<file path="src/rtl/ac_cooling_sequencer.sv">
`default_nettype none
// ============================================================================
// Module   : ac_cooling_sequencer
// Brief    : Fan/compressor sequencer with per-mode hysteresis thresholds,
//            fan lead/lag, compressor minimum run and minimum off lockout.
// Revision : 1.0 - initial release
// ============================================================================
module ac_cooling_sequencer #(
  parameter int FAN_LEAD    = 2,
  parameter int MIN_ON      = 5,
  parameter int FAN_LAG     = 3,
  parameter int MIN_OFF     = 6,
  parameter int HYST        = 2,
  parameter int ECO_OFFSET  = 3,
  parameter int FAST_OFFSET = 2
) (
  input  logic       clk,
  input  logic       rst,
  input  logic       tick,
  input  logic [1:0] mode,
  input  logic [7:0] room_temp,
  input  logic [7:0] setpoint,
  output logic       compressor_on,
  output logic [1:0] fan_speed,
  output logic       fan_on,
  output logic [2:0] state
);

  localparam int CNT_W = 16;

  localparam logic [1:0] C_MODE_OFF  = 2'b00;
  localparam logic [1:0] C_MODE_FAST = 2'b10;
  localparam logic [1:0] C_MODE_ECO  = 2'b11;

  typedef enum logic [2:0] {
    ST_IDLE = 3'd0,
    ST_LEAD = 3'd1,
    ST_COOL = 3'd2,
    ST_LAG  = 3'd3,
    ST_REST = 3'd4
  } state_t;

  state_t           r_state;
  state_t           w_next;
  logic [CNT_W-1:0] r_dur_cnt;
  logic [CNT_W-1:0] r_lock_cnt;
  logic             r_compressor_on;
  logic [1:0]       r_fan_speed;
  logic             r_fan_on;

  logic             w_load_dur;
  logic [CNT_W-1:0] w_dur_val;
  logic             w_load_lock;
  logic             w_comp;
  logic [1:0]       w_fan;
  logic [1:0]       w_run_speed;
  logic [9:0]       w_sp;
  logic [9:0]       w_room;
  logic [9:0]       w_eco;
  logic [9:0]       w_target;
  logic             w_call_on;
  logic             w_call_off;
  logic             w_dur_exp;
  logic             w_lock_exp;

  // Thresholds are kept wider than the inputs so clamping and the
  // on-threshold sum never wrap.
  assign w_sp   = {2'b00, setpoint};
  assign w_room = {2'b00, room_temp};
  assign w_eco  = w_sp + 10'(ECO_OFFSET);

  always_comb begin
    w_target    = w_sp;
    w_run_speed = 2'd2;
    case (mode)
      C_MODE_FAST: begin
        w_target    = (w_sp >= 10'(FAST_OFFSET)) ? (w_sp - 10'(FAST_OFFSET)) : 10'd0;
        w_run_speed = 2'd3;
      end
      C_MODE_ECO: begin
        w_target    = (w_eco > 10'd255) ? 10'd255 : w_eco;
        w_run_speed = 2'd1;
      end
      default: begin
        w_target    = w_sp;
        w_run_speed = 2'd2;
      end
    endcase
  end

  assign w_call_on  = (mode != C_MODE_OFF) && (w_room >= (w_target + 10'(HYST)));
  assign w_call_off = (mode != C_MODE_OFF) && (w_room <= w_target);
  assign w_dur_exp  = (r_dur_cnt == '0);
  assign w_lock_exp = (r_lock_cnt == '0);

  always_comb begin
    w_next      = r_state;
    w_load_dur  = 1'b0;
    w_dur_val   = '0;
    w_load_lock = 1'b0;
    case (r_state)
      ST_IDLE: begin
        if (w_call_on && w_lock_exp) begin
          w_next     = ST_LEAD;
          w_load_dur = 1'b1;
          w_dur_val  = CNT_W'(FAN_LEAD);
        end
      end
      ST_LEAD: begin
        if (mode == C_MODE_OFF || !w_call_on) begin
          w_next = ST_IDLE;
        end else if (w_dur_exp) begin
          w_next     = ST_COOL;
          w_load_dur = 1'b1;
          w_dur_val  = CNT_W'(MIN_ON);
        end
      end
      ST_COOL: begin
        if (w_dur_exp && (w_call_off || mode == C_MODE_OFF)) begin
          w_next      = ST_LAG;
          w_load_dur  = 1'b1;
          w_dur_val   = CNT_W'(FAN_LAG);
          w_load_lock = 1'b1;
        end
      end
      ST_LAG: begin
        if (w_dur_exp) w_next = ST_REST;
      end
      ST_REST: begin
        if (w_lock_exp) w_next = ST_IDLE;
      end
      default: w_next = ST_IDLE;
    endcase
  end

  // Outputs are decoded from the next state so they move with the state.
  always_comb begin
    w_comp = 1'b0;
    w_fan  = 2'd0;
    case (w_next)
      ST_LEAD: w_fan = w_run_speed;
      ST_COOL: begin
        w_fan  = w_run_speed;
        w_comp = 1'b1;
      end
      ST_LAG:  w_fan = 2'd1;
      default: begin
        w_fan  = 2'd0;
        w_comp = 1'b0;
      end
    endcase
  end

  always_ff @(posedge clk or posedge rst) begin
    if (rst) begin
      r_state         <= ST_IDLE;
      r_dur_cnt       <= '0;
      r_lock_cnt      <= '0;
      r_compressor_on <= 1'b0;
      r_fan_speed     <= 2'd0;
      r_fan_on        <= 1'b0;
    end else begin
      r_state         <= w_next;
      r_compressor_on <= w_comp;
      r_fan_speed     <= w_fan;
      r_fan_on        <= (w_fan != 2'd0);
      if (w_load_dur)
        r_dur_cnt <= w_dur_val;
      else if (tick && !w_dur_exp)
        r_dur_cnt <= r_dur_cnt - 1'b1;
      if (w_load_lock)
        r_lock_cnt <= CNT_W'(MIN_OFF);
      else if (tick && !w_lock_exp)
        r_lock_cnt <= r_lock_cnt - 1'b1;
    end
  end

  assign state         = r_state;
  assign compressor_on = r_compressor_on;
  assign fan_speed     = r_fan_speed;
  assign fan_on        = r_fan_on;

endmodule
`default_nettype wire

</file>
<file path="config.mk">
export PLATFORM = sky130hd
export DESIGN_NAME = ac_cooling_sequencer
export DESIGN_NICKNAME = d
export VERILOG_FILES = /design/src/rtl/ac_cooling_sequencer.sv
export SDC_FILE = /design/constraint.sdc
export NUM_CORES = 1
export LEC_CHECK = 0
export CAP_MARGIN = 20
export CORE_MARGIN = 5
export CORE_UTILIZATION = 50
export CTS_BUF_LIST = sky130_fd_sc_hd__clkbuf_4
export CTS_CLUSTER_DIAMETER = 40
export DETAILED_ROUTE_END_ITERATION = 8
export GPL_ROUTABILITY_DRIVEN = 0
export PLACE_DENSITY = 0.71
export SLEW_MARGIN = 0
export SYNTH_ARGS = -nofsm -noshare
export SYNTH_HDL_FRONTEND = slang
export SYNTH_SLANG_ARGS = --single-unit
</file>
<file path="constraint.sdc">
create_clock -name clk -period 3.3 [get_ports clk]
set_input_delay 0.825 -clock clk [delete_from_list [all_inputs] [get_ports clk]]
set_output_delay 0.825 -clock clk [all_outputs]
set_load 0.02 [all_outputs]
</file>
==> flow_summary.yaml <==
cts:
  cts_htree_levels: 2
  cts_sinks: 39
  path_clk_slew_ns: 0.11
  clk_latency_ns: 0.34
  cts_buffers: 5
  cts_max_path_buffers: 2
  cts_root_buffer: "clkbuf_4"
  cts_tree: "built"
yosys:
  synth-seq-area-share_pct: 32.26
  synth_ff_type: "dfrtp_1"
  synthArstFlopShare_pct: 100.0
  syn_inst: 349
  ys_seq_elements: 39
  synth_nets: 394
  syn_area_um2: 3025
  ys_warn_count: 0
  synthDistinctLibCells: 66
  avgSynthCellArea_um2: 8.669
  synth_edf_count: 0
timing:
  final_hold_viol_count: 0
  setup_violations: 38
  rsz0062_at_grt: "true"
  max_freq_ghz: 0.2572
  slew_headroom_pct: 56.58
  worstMarginPinSlew_ns: 0.6454
  maxSlewViolCount: 0
  worst_slack_ns: -0.5886
  hold_slack_ns: 0.5300
  min_period_ns: 3.889
  worst_clock_skew_ns: 0.005398
  min_period_over_period_pct: 117.8
floorplan:
  ioPinCount: 28
  core_um2: 5886
  die_w_um: 87.79
  dieArea_um2: 7706
  die_y_um: 87.79
  rows: 28
  start_util_pct: 51.40
finish:
  syn_to_final_growth_pct: 43.96
  final_common_cell: "buf_4"
  final_nets: 495
  layout-drive-gt1-share_pct: 34.81
  final_util_pct: 74.00
  layout_common_cells: "buf_4, dfrtp_1, nor2_1"
  antennaDiodeCount: 0
power_and_ir_drop:
  p_comb_share_pct: 48.1
  power.switching_mw: 0.9055
  p_total_mw: 2.182
  ir_drop_mv: 0.4758
  leakage_nw: 1.912
  power.density_nw_per_um2: 500.9
  swShare_pct: 41.50
  clkPwrFrac_pct: 11.0
  p_int_mw: 1.276
  seq_power_share_pct: 41.0
global_route:
  grt_pass1_wl_mm: 14.20
  grtUsageMet2_pct: 39.32
  grt_pass1_vias: 3117
  busiest_layer: "met2"
  use_met3_pct: 3.857
  grt_antenna_before_repair: 0
  grt_use_met1_pct: 29.76
  grt_usage_pct: 23.04
  overflow: 0
  grt_max_degree: 40
place:
  place_ws_ns: -1.479
  hpwl_mm: 5.967
  io_buffers: 27
route:
  wirelength_mm: 8.922
  viasPerCell: 5.856
  post-route-drc-count: 0
  vias: 3080
  ant_nets: 0
  drt_pass1_iterations: 5
  wire_per_inst_um: 16.96
  drtIter0Drc: 226
setup_path:
  cp_data_required_time_ns: 3.54
  end_kind: "register"
  crit_type: "primary input to register"
  cp_data_arrival_time_ns: 4.13
  cp_max_fo: 7
  start_kind: "primary input"
flow_run:
  cap_violations: 0
outcome:
  status: "finished with violations"
  violations: "negative setup slack"
worst_hold_path:
  hold_class: "register to register"
[per-stage QoR]
| step | area, µm² | TNS (ns) | std cells |
|---|---|---|---|
| 2_1_floorplan | 3144 | -16.26 | 349 |
| 3_3_place_gp | 3906 | -45.18 | 502 |
| 3_5_place_dp | 3906 | -49.07 | 502 |
| 4_1_cts | 4260 | -19.53 | 525 |
| 5_1_grt | 4355 | -20.03 | 526 |
| 6_report | 4355 | -16.00 | 526 |
[cell type report]
cell class	instances	area [µm²]
multi-input cells	279	2226
fillers	444	1530
flip-flops and latches	39	975.9
repair buffers	105	915.9
well taps	75	93.84
inverters	20	91.34
clock buffers	6	45.04
clock inverters	2	7.507
[cell usage after synthesis, drive strengths merged (5+ instances only)]
master / instances / area share [%]
xnor2: 22 / 6.4
or3: 7 / 1.6
nand2b: 8 / 1.7
nand2: 23 / 2.9
clkbuf: 9 / 1.1
nor4: 10 / 2.1
nand3: 7 / 1.2
xor2: 9 / 2.6
ha: 24 / 9.9
dfrtp: 39 / 32
nor3: 14 / 2.5
a21oi: 22 / 3.6
nor2: 46 / 5.7
o21ai: 11 / 1.8
a21o: 5 / 1.2
inv: 20 / 2.5
[power groups by stage]
| stage | clock, mW | combinational (mW) | sequential [mW] |
|---|---|---|---|
| after CTS | 0.240 | 0.974 | 0.878 |
| after global routing | 0.270 | 1.16 | 0.920 |
| after detailed placement | 0 | 0.905 | 0.888 |
| after floorplan | 0 | 0.601 | 0.876 |
| after global placement | 0 | 0.879 | 0.877 |
| final | 0.239 | 1.05 | 0.894 |
[worst paths after layout]
path                                                start                        end  slack, ns  cells past startpoint
worst max-delay path                          setpoint[4]   r_dur_cnt[2]$_DFFE_PP0P_      -0.59                     16
worst min-delay path            r_lock_cnt[1]$_DFFE_PP0P_  r_lock_cnt[1]$_DFFE_PP0P_       0.53                      2
worst max register to register  r_lock_cnt[4]$_DFFE_PP0P_   r_dur_cnt[6]$_DFFE_PP0P_      -0.28                      9
worst min register to register  r_lock_cnt[1]$_DFFE_PP0P_  r_lock_cnt[1]$_DFFE_PP0P_       0.53                      2
max in group asynchronous                             rst  r_lock_cnt[8]$_DFFE_PP0P_       2.07                      3
min in group asynchronous                             rst   r_dur_cnt[6]$_DFFE_PP0P_       0.89                      3
[worst max-delay path: stages]
cell and delay [ns]:
dlygate4sd2_1 0.35, or3b_4 0.45, a211o_1 0.31, a21oi_4 0.18
o21ai_4 0.11, nor3_2 0.20, nand2_1 0.08, xnor2_1 0.13
ha_2 0.31, o21a_1 0.13, o2111ai_2 0.16, nand3b_1 0.23
o31a_4 0.17, buf_12 0.15, o21bai_4 0.15, and3b_1 0.20
[sequential cells by signal (all words and copies together), names as in the netlist]
signal,count
r_lock_cnt,16
compressor_on,1
fan_on,1
fan_speed,2
r_dur_cnt,16
state,3
[repair_timing]
action	CTS	global route
pin swaps	27	26
buffers inserted	13	4
setup endpoints to repair	38	38
cloned	2	0
resized for setup	57	40
hold buffers	0	0
[metal layers]
layer  wire [µm]  share of wire, %
met1        3819                43
met2        4378                49
met3         542               6.1
met4         182               2.0
met5           0                 0
[kinds of logic after synthesis]
logic type | after synthesis | synth area share (%)
and+or+nand+nor | 152 | 27.34
AOI/OAI and AO/OA | 71 | 17.16
DFF | 39 | 32.26
xor gates and xnor gates | 31 | 8.974
buffers and inverters | 31 | 4.011
adders and majority gates | 24 | 9.926
muxes | 1 | 0.3309
No activity file was read; power rests on OpenSTA's default activity.
